==> src/rtl/spike_rate_decoder.sv <==
// Spike rate decoder: counts spikes per channel over a programmable window,
// then scans the counters sequentially to find the most active channel.
//
// state   | meaning
// --------+-----------------------------------------------------------
// IDLE    | waiting for start; window_len is captured on acceptance
// CLEAR   | one-cycle network reset pulse, counters forced to zero
// COUNT   | accumulate spike_in into saturating counters for N cycles
// ARGMAX  | visit one channel per cycle, tracking max / index / tie
// DONE    | one-cycle done pulse; winner outputs already hold the result
module spike_rate_decoder #(
    parameter int NUM_INPUTS   = 4,
    parameter int COUNTER_SIZE = 8,
    parameter int WINDOW_WIDTH = 16,
    localparam int WINNER_W    = (NUM_INPUTS > 1) ? $clog2(NUM_INPUTS) : 1
) (
    input  logic                               clk,
    input  logic                               rst,
    input  logic                               start,
    input  logic [WINDOW_WIDTH-1:0]            window_len,
    input  logic [NUM_INPUTS-1:0]              spike_in,
    output logic                               net_rst,
    output logic                               busy,
    output logic                               done,
    output logic [WINNER_W-1:0]                winner,
    output logic [COUNTER_SIZE-1:0]            winner_count,
    output logic                               tie,
    output logic [NUM_INPUTS*COUNTER_SIZE-1:0] counts_flat
);

    typedef enum logic [2:0] {
        S_IDLE,
        S_CLEAR,
        S_COUNT,
        S_ARGMAX,
        S_DONE
    } state_t;

    localparam logic [WINNER_W-1:0]     LAST_IDX = WINNER_W'(NUM_INPUTS - 1);
    localparam logic [COUNTER_SIZE-1:0] CNT_MAX  = '1;

    state_t                    state;
    state_t                    state_nxt;
    logic [WINDOW_WIDTH-1:0]   win_cnt;
    logic [COUNTER_SIZE-1:0]   cnt [NUM_INPUTS];

    logic [WINNER_W-1:0]       scan_idx;
    logic [WINNER_W-1:0]       scan_win;
    logic [COUNTER_SIZE-1:0]   scan_max;
    logic                      scan_tie;

    logic [WINNER_W-1:0]       sel_win;
    logic [COUNTER_SIZE-1:0]   sel_max;
    logic                      sel_tie;
    logic [COUNTER_SIZE-1:0]   cur_cnt;

    logic [WINNER_W-1:0]       win_r;
    logic [COUNTER_SIZE-1:0]   wc_r;
    logic                      tie_r;

    logic                      accept;

    assign accept = (state == S_IDLE) && start;

    // State register
    always_ff @(posedge clk) begin
        if (rst) begin
            state <= S_IDLE;
        end else begin
            state <= state_nxt;
        end
    end

    // Next-state decode; a zero-length window skips COUNT entirely
    always_comb begin
        state_nxt = state;
        case (state)
            S_IDLE:   if (start) state_nxt = S_CLEAR;
            S_CLEAR:  state_nxt = (win_cnt == '0) ? S_ARGMAX : S_COUNT;
            S_COUNT:  if (win_cnt == WINDOW_WIDTH'(1)) state_nxt = S_ARGMAX;
            S_ARGMAX: if (scan_idx == LAST_IDX) state_nxt = S_DONE;
            S_DONE:   state_nxt = S_IDLE;
            default:  state_nxt = S_IDLE;
        endcase
    end

    // Window down-counter: loaded on acceptance, last COUNT cycle when it reads 1
    always_ff @(posedge clk) begin
        if (rst) begin
            win_cnt <= '0;
        end else if (accept) begin
            win_cnt <= window_len;
        end else if (state == S_COUNT) begin
            win_cnt <= win_cnt - 1'b1;
        end
    end

    // Per-channel saturating spike counters; zeroed on acceptance so CLEAR already reads 0
    always_ff @(posedge clk) begin
        if (rst || accept || state == S_CLEAR) begin
            for (int i = 0; i < NUM_INPUTS; i++) cnt[i] <= '0;
        end else if (state == S_COUNT) begin
            for (int i = 0; i < NUM_INPUTS; i++) begin
                if (spike_in[i] && cnt[i] != CNT_MAX) cnt[i] <= cnt[i] + 1'b1;
            end
        end
    end

    // Scan step: index 0 seeds, strictly greater replaces, equal keeps lower index and flags tie
    always_comb begin
        cur_cnt = cnt[scan_idx];
        sel_win = scan_win;
        sel_max = scan_max;
        sel_tie = scan_tie;
        if (scan_idx == '0) begin
            sel_win = '0;
            sel_max = cur_cnt;
            sel_tie = 1'b0;
        end else if (cur_cnt > scan_max) begin
            sel_win = scan_idx;
            sel_max = cur_cnt;
            sel_tie = 1'b0;
        end else if (cur_cnt == scan_max) begin
            sel_tie = 1'b1;
        end
    end

    // Scan bookkeeping registers
    always_ff @(posedge clk) begin
        if (rst) begin
            scan_idx <= '0;
            scan_win <= '0;
            scan_max <= '0;
            scan_tie <= 1'b0;
        end else if (state == S_CLEAR) begin
            scan_idx <= '0;
        end else if (state == S_ARGMAX) begin
            scan_idx <= scan_idx + 1'b1;
            scan_win <= sel_win;
            scan_max <= sel_max;
            scan_tie <= sel_tie;
        end
    end

    // Published result: captured on the final scan step so it is visible during DONE
    always_ff @(posedge clk) begin
        if (rst) begin
            win_r <= '0;
            wc_r  <= '0;
            tie_r <= 1'b0;
        end else if (state == S_ARGMAX && scan_idx == LAST_IDX) begin
            win_r <= sel_win;
            wc_r  <= sel_max;
            tie_r <= sel_tie;
        end
    end

    // Live counter view
    for (genvar g = 0; g < NUM_INPUTS; g++) begin : g_flat
        assign counts_flat[g*COUNTER_SIZE +: COUNTER_SIZE] = cnt[g];
    end

    assign net_rst      = (state == S_CLEAR);
    assign busy         = (state != S_IDLE);
    assign done         = (state == S_DONE);
    assign winner       = win_r;
    assign winner_count = wc_r;
    assign tie          = tie_r;

endmodule

==> config.mk <==
export PLATFORM = sky130hd
export DESIGN_NAME = spike_rate_decoder
export DESIGN_NICKNAME = d
export VERILOG_FILES = /design/src/rtl/spike_rate_decoder.sv
export SDC_FILE = /design/constraint.sdc
export NUM_CORES = 1
export LEC_CHECK = 0
export ABC_AREA = 1
export ABC_CLOCK_PERIOD_IN_PS = 1900
export CAP_MARGIN = 15
export CORE_MARGIN = 2
export CORE_UTILIZATION = 49
export CTS_BUF_LIST = sky130_fd_sc_hd__clkbuf_8 sky130_fd_sc_hd__clkbuf_16
export CTS_CLUSTER_DIAMETER = 100
export DETAILED_ROUTE_END_ITERATION = 12
export GPL_TIMING_DRIVEN = 0
export PLACE_DENSITY = 0.85
export SLEW_MARGIN = 20
export SYNTH_ARGS = -nofsm -noshare
export SYNTH_HDL_FRONTEND = slang
export SYNTH_SLANG_ARGS = --single-unit
==> constraint.sdc <==
create_clock -name clk -period 1.9 [get_ports clk]
set_input_delay 0.475 -clock clk [delete_from_list [all_inputs] [get_ports clk]]
set_output_delay 0.475 -clock clk [all_outputs]
set_load 0.02 [all_outputs]
==> impl_results.md, run 1 <==
* Fraction of layout cells with a size suffix above 1 at 0.268
* Final Hold Violating Endpoints at 0
* Total Routed Length at 14.9 mm
* Register area share after synthesis at 0.411
* RSZ-0062 raised after global routing: yes
* Synth area leader: edfxtp_1
* Clk slew on worst S/H paths at 0.09 ns
* Worst hold slack at 0.518 ns
* Via density at 5.76
* Final Skew at 0.0161 ns
* Antenna violations before repair at 0
* CP top delay family: simple AND/OR/NAND/NOR gates
* Layout fillers at 653
* Largest net degree at the start of global routing at 14
* Int Pwr at 0.00443 W
* Hpwl dp at 8.87 mm
* WS Path Type: flip-flop to flip-flop
* Relative slew slack at 0.295
* Outcome: complete, but fails checks
* DRT antenna net count at 0
* GRT Overall Usage at 0.275
* # setup viols final at 31
* First-pass iteration count of the detailed router at 8
* Final Net Count at 771
* First-pass GRT wire length at 22.1 mm
* Hold Crit Class: flip-flop to flip-flop
* Switching share of total power at 0.453
* Routed WL per cell at 17.6 µm
* Fin crit share at 1.28
* Max Clk Rate at 410 MHz
* Slew @ Worst Pin at 1.06 ns
* Avg Cell Area, Syn at 7.45 µm²
* Flops & latches, synth at 77
* Commonest non-fill, non-tap cell in the layout: nand2_1
* Final critical-path required period at 2.44 ns
* CP Buf/Inv Count at 3
* Kind of end point of the critical path: flip-flop
* Root buffer cell: clkbuf_8
* DRC at 0
* Gpl congestion at 0.952
* Syn Std Cell Area at 4530 µm²
* Grt total ovfl at 0
* WP data arrival at 2.69 ns
* Detailed-route via count at 4878
* Ports at 69
* Syn. warnings at 0
* Clk buf depth at 2
* Placeable Area at 9110 µm²
* CP Cell Sequence: inv_6 > buf_8 > nor2_2 > o22ai_2 > ha_1 > a21oi_1 > nor2_1 > nor2_1 > nand2_2 > nand2_4 > nand2_8 > nand2_2 > nand3_1 > nand2_1 > inv_1
* Die Wd at 100 µm
* Max stage delay on crit path at 0.40 ns
* Slowest CP cell: dfxtp_4
* Most frequent cells in the layout: nand2_1, inv_1, nor2_1, nand3_1, dfxtp_1
* Diodes inserted at 0
* Vias in the first global route at 4727
* Crit path max fanout at 8
* Row Count at 35
* CTS Sinks at 77
* Critical Path RT at 2.15 ns
* Die ar. at 10000 µm²
* Die height at 100 µm
* # H-tree levels at 3
* CTS tree: built
* Final Max Slew Viols at 0
* Combinational share of power at 0.525
* Final Util at 0.707
* Synthesized instance count at 608
* DRT iter0 DRCs at 381
* Mapped Nets at 648
* Failing checks: setup timing
* LEAKAGE at 2.81 nW
* Final worst slack at -0.540 ns
* Power Dens Cells at 1260 nW/µm²
* Synth cell types at 40
* Starting density of the core at 0.498
* NetSw at 0.00367 W
* Reg power frac at 0.311
* PortBufs at 68
* Clk_lat worst skew at 0.36 ns
* Cts bufs inserted at 9
* Share of the synthesized area in the top cell type at 0.212
* Synth area leaders: edfxtp_1, dfxtp_1, nand2_1
* CP Launch Type: flip-flop
* VDD IR max at 0.614 mV
* Area Growth Syn to Fin at 42.2%
* Max-Cap Viols at 0
* Clock power share at 0.164
* CTS Hold Bufs at 0
==> per-stage QoR <==
stage                     instances  worst slack, ns  power (W)  TNS, ns  area (µm²)
after floorplan                 608          -0.0976    0.00457    -1.83        4590
after global placement          787           -0.430    0.00546   -28.77        5410
after detailed placement        787           -0.483    0.00560   -34.06        5410
after CTS                       828           -0.277    0.00745    -5.39        6020
after global routing            847           -0.642    0.00852   -14.65        6440
final                           847           -0.540    0.00810   -10.40        6440
==> synthesized netlist by cell type (all sizes together) <==
cell     count
o21ai       29
inv         89
nor4         1
nor3b        2
a31o         1
a32oi        1
xnor2        7
o2bb2ai      1
edfxtp      32
dfxtp       45
nand3       65
a21o         1
buf          8
clkbuf      10
nor3        18
nor2        84
o211ai       4
a221oi       1
xor2         9
or2          4
nand4       11
o21a         9
a21oi       34
ha          17
a31oi        2
nand2      116
a311oi       1
o22ai        6
==> cells by family (layout without fill, tap and decap cells) <==
family	count (synthesis)	in the layout	synth area share
AO/OA/AOI/OAI	90	90	0.113
XOR/XNOR	16	16	0.0309
buffers and inverters	107	235	0.0925
AND/OR/NAND/NOR	301	301	0.305
adder cells (fa/ha/maj)	17	17	0.0469
flip-flops	77	77	0.411
==> state kept, by name, indices dropped and copies added, names as in the netlist, named ones only <==
register	cells
cnt	32
win_cnt	16
scan_max	8
winner_count	8
state	3
scan_idx	2
scan_win	2
winner	2
scan_tie	1
tie	1
==> cell type report <==
cell class / count / area, µm² / area share
buffer: 18 / 129 / 0.0200
timing repair inverter: 1 / 3.75 / 0.000583
multi-input combinational: 424 / 2710 / 0.421
tap: 111 / 139 / 0.0216
inverter: 89 / 342 / 0.0530
sequential: 77 / 1870 / 0.291
clock buffer: 12 / 188 / 0.0291
timing repair buffer: 111 / 1030 / 0.160
clock inverter: 4 / 25.0 / 0.00388
==> repair_timing <==
action,CTS,global route
cloned,5,0
setup endpoints to repair,84,72
endpoints found under the hold margin,0,0
resized for setup,104,69
pin swaps,14,31
buffers inserted,20,19
==> routing by layer <==
metal / routed length, µm / global-route usage / up-vias / part of all wire
li1: - / - / 2258 / -
met1: 5730 / 0.347 / 2290 / 0.38
met2: 7570 / 0.478 / 277 / 0.51
met3: 1160 / 0.0327 / 53 / 0.078
met4: 463 / 0.116 / 0 / 0.031
met5: 0 / 0 / - / 0
==> power by group through the flow <==
stage / sequential [W] / combinational [W] / clock (W)
6_report: 0.00252 / 0.00425 / 0.00133
5_1_grt: 0.00256 / 0.00458 / 0.00139
4_1_cts: 0.00248 / 0.00365 / 0.00132
3_5_place_dp: 0.00253 / 0.00307 / 0
3_3_place_gp: 0.00251 / 0.00295 / 0
2_1_floorplan: 0.00260 / 0.00197 / 0
==> worst paths after layout <==
kind	from	end	slack, ns	cells past startpoint
worst min register to register	win_cnt[6]$_SDFFE_PP0P_	win_cnt[6]$_SDFFE_PP0P_	0.52	2
worst max register to register	flip-flop	winner_count[6]$_SDFFE_PP0P_	-0.54	15
worst min-delay path	win_cnt[6]$_SDFFE_PP0P_	win_cnt[6]$_SDFFE_PP0P_	0.52	2
worst max-delay path	flip-flop	winner_count[6]$_SDFFE_PP0P_	-0.54	15
==> worst min-delay path, stage by stage, from the launching register on <==
cell,delay (ns)
dfxtp_1,0.34
nand2_1,0.07
a21oi_1,0.06
Power figures use the tool's default switching activity.
==> run 2: changes to the inputs <==
--- a/config.mk
+++ b/config.mk
@@ -10,7 +10,7 @@
 export CAP_MARGIN = 15
 export CORE_MARGIN = 2
 export CORE_UTILIZATION = 49
-export CTS_BUF_LIST = sky130_fd_sc_hd__clkbuf_8 sky130_fd_sc_hd__clkbuf_16
+export CTS_BUF_LIST = sky130_fd_sc_hd__clkbuf_16
 export CTS_CLUSTER_DIAMETER = 100
 export DETAILED_ROUTE_END_ITERATION = 12
 export GPL_TIMING_DRIVEN = 0
==> impl_results.md, run 2 (synthesis gave the netlist of run 1 again) <==
* Starting density of the core at 0.498 (unchanged)
* LEAKAGE at 2.90 nW (+3.2%)
* Ports at 69 (unchanged)
* CTS tree: built
* Slew @ Worst Pin at 0.945 ns (-0.113 ns)
* # H-tree levels at 3 (unchanged)
* Max-Cap Viols at 0 (unchanged)
* Vias in the first global route at 4740 (+0.28%)
* Commonest non-fill, non-tap cell in the layout: nand2_1
* DRT antenna net count at 0 (unchanged)
* Combinational share of power at 0.510 (-0.015)
* Max Clk Rate at 391 MHz (-4.7%)
* Root buffer cell: clkbuf_16
* Final cell count without fillers at 846 (-0.12%)
* Most frequent cells in the layout: nand2_1, inv_1, nor2_1, dfxtp_1, nand3_1
* Cts bufs inserted at 9 (unchanged)
* Power Total at 0.00878 W (+8.4%)
* First-pass GRT wire length at 22.3 mm (+1.3%)
* Largest net degree at the start of global routing at 14 (unchanged)
* Top flop regs: cnt x32, win_cnt x16
* Switching share of total power at 0.440 (-0.0131)
* Routed WL per cell at 19.0 µm (+7.8%)
* Area Growth Syn to Fin at 46.8%
* Max stage delay on crit path at 0.46 ns (+0.06 ns)
* Largest register by flop count: cnt
* NetSw at 0.00386 W (+5.3%)
* Final critical-path required period at 2.56 ns (+0.119 ns)
* CP Launch Type: flip-flop
* Gpl congestion at 0.952 (unchanged)
* Final Hold Violating Endpoints at 0 (unchanged)
* VDD IR max at 0.734 mV (+20%)
* Final Max Slew Viols at 0 (unchanged)
* Clk slew on worst S/H paths at 0.06 ns (-0.03 ns)
* WS Path Type: flip-flop to flip-flop
* DRC at 0 (unchanged)
* Crit path max fanout at 5 (-3)
* Diodes inserted at 0 (unchanged)
* Fraction of layout cells with a size suffix above 1 at 0.278 (+0.00989)
* Int Pwr at 0.00492 W (+11%)
* # setup viols final at 47 (+52%)
* Reg power frac at 0.289 (-0.022)
* Die height at 100 µm (unchanged)
* Placeable Area at 9110 µm² (unchanged)
* Area of the multi-input gates at 2820 µm² (+3.8%)
* Row Count at 35 (unchanged)
* RSZ-0062 raised after global routing: yes
* Total Routed Length at 16.1 mm (+7.7%)
* Worst hold slack at 0.515 ns (-0.00247 ns)
* Final Skew at 0.00927 ns (-0.00683 ns)
* PortBufs at 68 (unchanged)
* Relative slew slack at 0.370 (+0.0751)
* WP data arrival at 2.84 ns (+0.15 ns)
* Fin crit share at 1.35 (+0.0626)
* Fin Setup TNS at -14.26 ns (-3.86 ns)
* Final worst slack at -0.659 ns (-0.119 ns)
* Antenna violations before repair at 0 (unchanged)
* Die ar. at 10000 µm² (unchanged)
* DP Cell Count at 787 (unchanged)
* Critical Path RT at 2.18 ns (+0.03 ns)
* Hold path depth at 2 (unchanged)
* Power Dens Cells at 1320 nW/µm² (+5.0%)
* Register-to-Register Path Depth at 14 (-1)
* CP Cell Sequence: inv_2 > o21ai_2 > a21oi_4 > a21oi_4 > ha_1 > nand2_1 > nor2_2 > nand4_1 > nand2_4 > buf_8 > nand3_2 > nand3_2 > nand2_1 > inv_1
* Grt total ovfl at 0 (unchanged)
* Largest register FFs at 32 (unchanged)
* Slowest CP cell: edfxtp_1
* Outcome: complete, but fails checks
* Failing checks: setup timing
* Storage cell area at 1870 µm² (-0.13%)
* First-pass iteration count of the detailed router at 6 (-2)
* Via density at 6.05 (+5.0%)
* CTS Sinks at 77 (unchanged)
* Die Wd at 100 µm (unchanged)
* DRT iter0 DRCs at 428 (+12%)
* Layout fillers at 597 (-8.6%)
* Hold Crit Class: flip-flop to flip-flop
* Clk_lat worst skew at 0.34 ns (-0.02 ns)
* Clk buf depth at 2 (unchanged)
* Detailed-route via count at 5116 (+4.9%)
* Final Util at 0.730 (+0.0228)
* GRT Overall Usage at 0.280 (+0.00412)
* Hpwl dp at 8.87 mm (unchanged)
* Kind of end point of the critical path: flip-flop
* Final Net Count at 770 (-0.13%)
* Clock power share at 0.201 (+0.037)
## run 2: worst paths after layout
kind / startpoint / end / slack [ns]
setup / recovery: cnt[1][4]$_SDFFCE_PN0P_ / scan_max[2]$_SDFFE_PP0P_ / -0.66
hold / removal: win_cnt[6]$_SDFFE_PP0P_ / win_cnt[6]$_SDFFE_PP0P_ / 0.52
setup reg to reg: cnt[1][4]$_SDFFCE_PN0P_ / scan_max[2]$_SDFFE_PP0P_ / -0.66
hold reg to reg: win_cnt[6]$_SDFFE_PP0P_ / win_cnt[6]$_SDFFE_PP0P_ / 0.52
## run 2: timing repair
action	CTS	global route
pin swaps	20	37
gates resized for setup	103	78
setup endpoints to repair	81	73
cloned	5	0
setup buffers	12	27
hold buffers	0	0
## run 2: power by group through the flow
stage | Sequential, W | Clock, W | Combinational, W
global route | 0.00258 | 0.00180 | 0.00481
floorplan | 0.00260 | 0 | 0.00197
detailed placement | 0.00253 | 0 | 0.00307
finish | 0.00254 | 0.00176 | 0.00448
CTS | 0.00250 | 0.00174 | 0.00367
global placement | 0.00251 | 0 | 0.00295
## run 2: metal layers
layer,track usage,part of all wire,wire length (µm)
met5,0,0,0
met4,0.117,0.050,801
met3,0.0453,0.086,1380
met2,0.480,0.49,7920
met1,0.349,0.37,5960
## run 2: stage by stage
step           area (µm²)  setup WS (ns)
2_1_floorplan        4590        -0.0976
3_3_place_gp         5410         -0.430
3_5_place_dp         5410         -0.483
4_1_cts              6120         -0.348
5_1_grt              6650         -0.739
6_report             6650         -0.659
## run 2: final cells by class
cell class,instances,share of cell area
Buffer,18,0.0207
Clock buffer,11,0.0414
Clock inverter,5,0.00433
Inverter,89,0.0514
Multi-Input combinational cell,424,0.423
Sequential cell,77,0.281
Tap cell,111,0.0209
Timing Repair Buffer,110,0.156
Timing Repair inverter,1,0.000564
## run 2: critical path, delay by kind of cell (launching register included)
| kind | cells | cell delay [ns] |
|---|---|---|
| compound gates | 3 | 0.28 |
| fa+ha+maj | 1 | 0.28 |
| buf+inv | 3 | 0.36 |
| flops | 1 | 0.46 |
| simple gates | 7 | 1.09 |
==> run 3: changes to the inputs <==
--- a/config.mk
+++ b/config.mk
@@ -6,7 +6,7 @@
 export NUM_CORES = 1
 export LEC_CHECK = 0
 export ABC_AREA = 1
-export ABC_CLOCK_PERIOD_IN_PS = 1900
+export ABC_CLOCK_PERIOD_IN_PS = 2100
 export CAP_MARGIN = 15
 export CORE_MARGIN = 2
 export CORE_UTILIZATION = 49
@@ -15,7 +15,6 @@
 export DETAILED_ROUTE_END_ITERATION = 12
 export GPL_TIMING_DRIVEN = 0
 export PLACE_DENSITY = 0.85
-export SLEW_MARGIN = 20
 export SYNTH_ARGS = -nofsm -noshare
 export SYNTH_HDL_FRONTEND = slang
 export SYNTH_SLANG_ARGS = --single-unit
==> constraint.sdc (replaced) <==
create_clock -name clk -period 2.1 [get_ports clk]
set_input_delay 0.525 -clock clk [delete_from_list [all_inputs] [get_ports clk]]
set_output_delay 0.525 -clock clk [all_outputs]
set_load 0.02 [all_outputs]
==> impl_results.md, run 3 (synthesis gave the netlist of run 1 again) <==
* Area Growth Syn to Fin at 38.2%
* Final Skew at 0.00927 ns (-0.00000106 ns)
* Ports at 69 (unchanged)
* VDD IR max at 0.550 mV (-25%)
* Most frequent cells in the layout: nand2_1, inv_1, nor2_1, clkdlybuf4s50_1, nand3_1
* Final Util at 0.688 (-0.0424)
* DRT iter0 DRCs at 537 (+25%)
* Largest register FFs at 32 (unchanged)
* Total Routed Length at 14.7 mm (-8.5%)
* Final Hold Violating Endpoints at 0 (unchanged)
* Placeable Area at 9110 µm² (unchanged)
* Die Wd at 100 µm (unchanged)
* Detailed-route via count at 4834 (-5.5%)
* CTS tree: built
* Fin Setup TNS at -6.77 ns (+7.49 ns)
* Relative slew slack at 0.325 (-0.0448)
* DRC at 0 (unchanged)
* Outcome: complete, but fails checks
* CTS Hold Bufs at 0 (unchanged)
* Clock power share at 0.199 (-0.002)
* DRT antenna net count at 0 (unchanged)
* Via density at 5.87 (-3.0%)
* Largest register by flop count: cnt
* Die ar. at 10000 µm² (unchanged)
* Hold Crit Class: flip-flop to flip-flop
* # H-tree levels at 3 (unchanged)
* WS Path Type: flip-flop to flip-flop
* GRT Overall Usage at 0.259 (-0.0202)
* First-pass GRT wire length at 20.6 mm (-7.7%)
* Kind of end point of the critical path: flip-flop
* Hold path start: win_cnt[6]$_SDFFE_PP0P_
* Pre-CTS setup slack at -0.530 ns (-0.0472 ns)
* Diodes inserted at 0 (unchanged)
* Crit path max fanout at 8 (+3)
* Clk slew on worst S/H paths at 0.07 ns (about the same)
* Starting density of the core at 0.498 (unchanged)
* Power Dens Cells at 1190 nW/µm² (-9.9%)
* Antenna violations before repair at 0 (unchanged)
* Layout fillers at 650 (+8.9%)
* Combinational share of power at 0.494 (-0.016)
* Final worst slack at -0.358 ns (+0.301 ns)
* Hpwl dp at 8.63 mm (-2.7%)
* DP Cell Count at 787 (unchanged)
* Final Net Count at 748 (-2.9%)
* Failing checks: setup timing
* Commonest non-fill, non-tap cell in the layout: nand2_1
* Max-Cap Viols at 0 (unchanged)
* Clk buf depth at 2 (unchanged)
* Slew @ Worst Pin at 1.01 ns (+0.0672 ns)
* PortBufs at 68 (unchanged)
* WP data arrival at 2.70 ns (-0.14 ns)
* LEAKAGE at 2.59 nW (-11%)
* Fin crit share at 1.17 (-0.176)
* Routed WL per cell at 17.8 µm (-6.1%)
* Clk_lat worst skew at 0.34 ns (about the same)
* Row Count at 35 (unchanged)
* # setup viols final at 22 (-53%)
* R2r setup slk at -0.36 ns (+0.30 ns)
* Die height at 100 µm (unchanged)
* Cts bufs inserted at 9 (unchanged)
* Switching share of total power at 0.445 (+0.00517)
* Fraction of layout cells with a size suffix above 1 at 0.206 (-0.0714)
* Non-Filler Cell Area, Final at 6260 µm² (-5.8%)
* Final Max Slew Viols at 0 (unchanged)
* CTS Sinks at 77 (unchanged)
* RSZ-0062 raised after global routing: yes
* First-pass iteration count of the detailed router at 5 (-1)
* CP Launch Type: flip-flop
* Int Pwr at 0.00413 W (-16%)
* Root buffer cell: clkbuf_16
* Final critical-path required period at 2.46 ns (-0.101 ns)
* Final cell count without fillers at 824 (-2.6%)
* NetSw at 0.00332 W (-14%)
* Placed Area at 5350 µm² (-1.0%)
* Top flop regs: cnt x32, win_cnt x16
* Gpl congestion at 0.910 (-4.4%)
* Grt total ovfl at 0 (unchanged)
* Vias in the first global route at 4342 (-8.4%)
* Critical Path RT at 2.34 ns (+0.16 ns)
* Max Clk Rate at 407 MHz (+4.1%)
* Reg power frac at 0.307 (+0.018)
* Largest net degree at the start of global routing at 14 (unchanged)
run 3: cell count changes in the layout (fill, tap and decap cells not counted), moves of 4 or more:
cell / previous run / this run
ha_4: 6 / 2
buf_4: 37 / 16
nand3_1: 40 / 45
dlymetal6s2s_1: 7 / 1
nor2_1: 67 / 73
nand3_2: 22 / 17
inv_2: 14 / 9
ha_1: 8 / 14
clkdlybuf4s50_1: 36 / 64
dlygate4sd2_1: 22 / 2
nand2_2: 17 / 13
inv_1: 75 / 80
run 3: path summary, 6_finish.rpt:
check / end / cells after the start
worst max-delay path: scan_max[3]$_SDFFE_PP0P_ / 17
worst max register to register: scan_max[3]$_SDFFE_PP0P_ / 17
worst min register to register: win_cnt[6]$_SDFFE_PP0P_ / 2
worst min-delay path: win_cnt[6]$_SDFFE_PP0P_ / 2
run 3: power groups by stage:
stage	sequential [W]	clock, W	combinational [W]
2_1_floorplan	0.00235	0	0.00167
3_3_place_gp	0.00227	0	0.00256
3_5_place_dp	0.00228	0	0.00264
4_1_cts	0.00225	0.00144	0.00303
5_1_grt	0.00233	0.00153	0.00396
6_report	0.00229	0.00148	0.00368
run 3: layout make-up:
type,count,area (µm²),share of cell area
timing repair inverter,1,3.75,0.000599
clock inverter,7,41.3,0.00659
clock buffer,9,225,0.0359
inverter,89,342,0.0545
multi-input combinational,424,2660,0.424
tap,111,139,0.0222
timing repair buffer,88,857,0.137
buffer,18,133,0.0212
sequential,77,1870,0.298
run 3: critical path, cell delays in order, from the launching register on:
cell,delay (ns)
dfxtp_4,0.40
inv_6,0.09
buf_6,0.14
nand2_1,0.09
a21oi_2,0.21
ha_1,0.28
nand2_1,0.08
inv_1,0.06
nand2_1,0.07
nand2_1,0.07
nand2_1,0.11
nand2_2,0.11
nand2_4,0.14
nand2_8,0.13
nand2_2,0.11
nand3_1,0.09
nand2_1,0.11
inv_1,0.05
run 3: stage by stage:
stage          hold slack [ns]  total power [W]
2_1_floorplan            0.467          0.00402
3_3_place_gp             0.487          0.00483
3_5_place_dp             0.493          0.00491
4_1_cts                  0.503          0.00672
5_1_grt                  0.529          0.00781
6_report                 0.504          0.00745
run 3: repair_timing:
item | CTS | global route
gates cloned | 5 | 0
endpoints found under the hold margin | 0 | 0
pin swaps | 20 | 35
setup endpoints to repair | 25 | 29
gates resized for setup | 58 | 72
buffers inserted | 12 | 4
run 3: layer usage:
metal  vias up  share of wire  wire length, µm  global-route usage
met1      2219           0.37             5480               0.327
met3        83          0.088             1300              0.0411
met4         0          0.043              636               0.101
met2       322           0.50             7290               0.446
met5         -              0                0                   0
li1       2210              -                -                   -
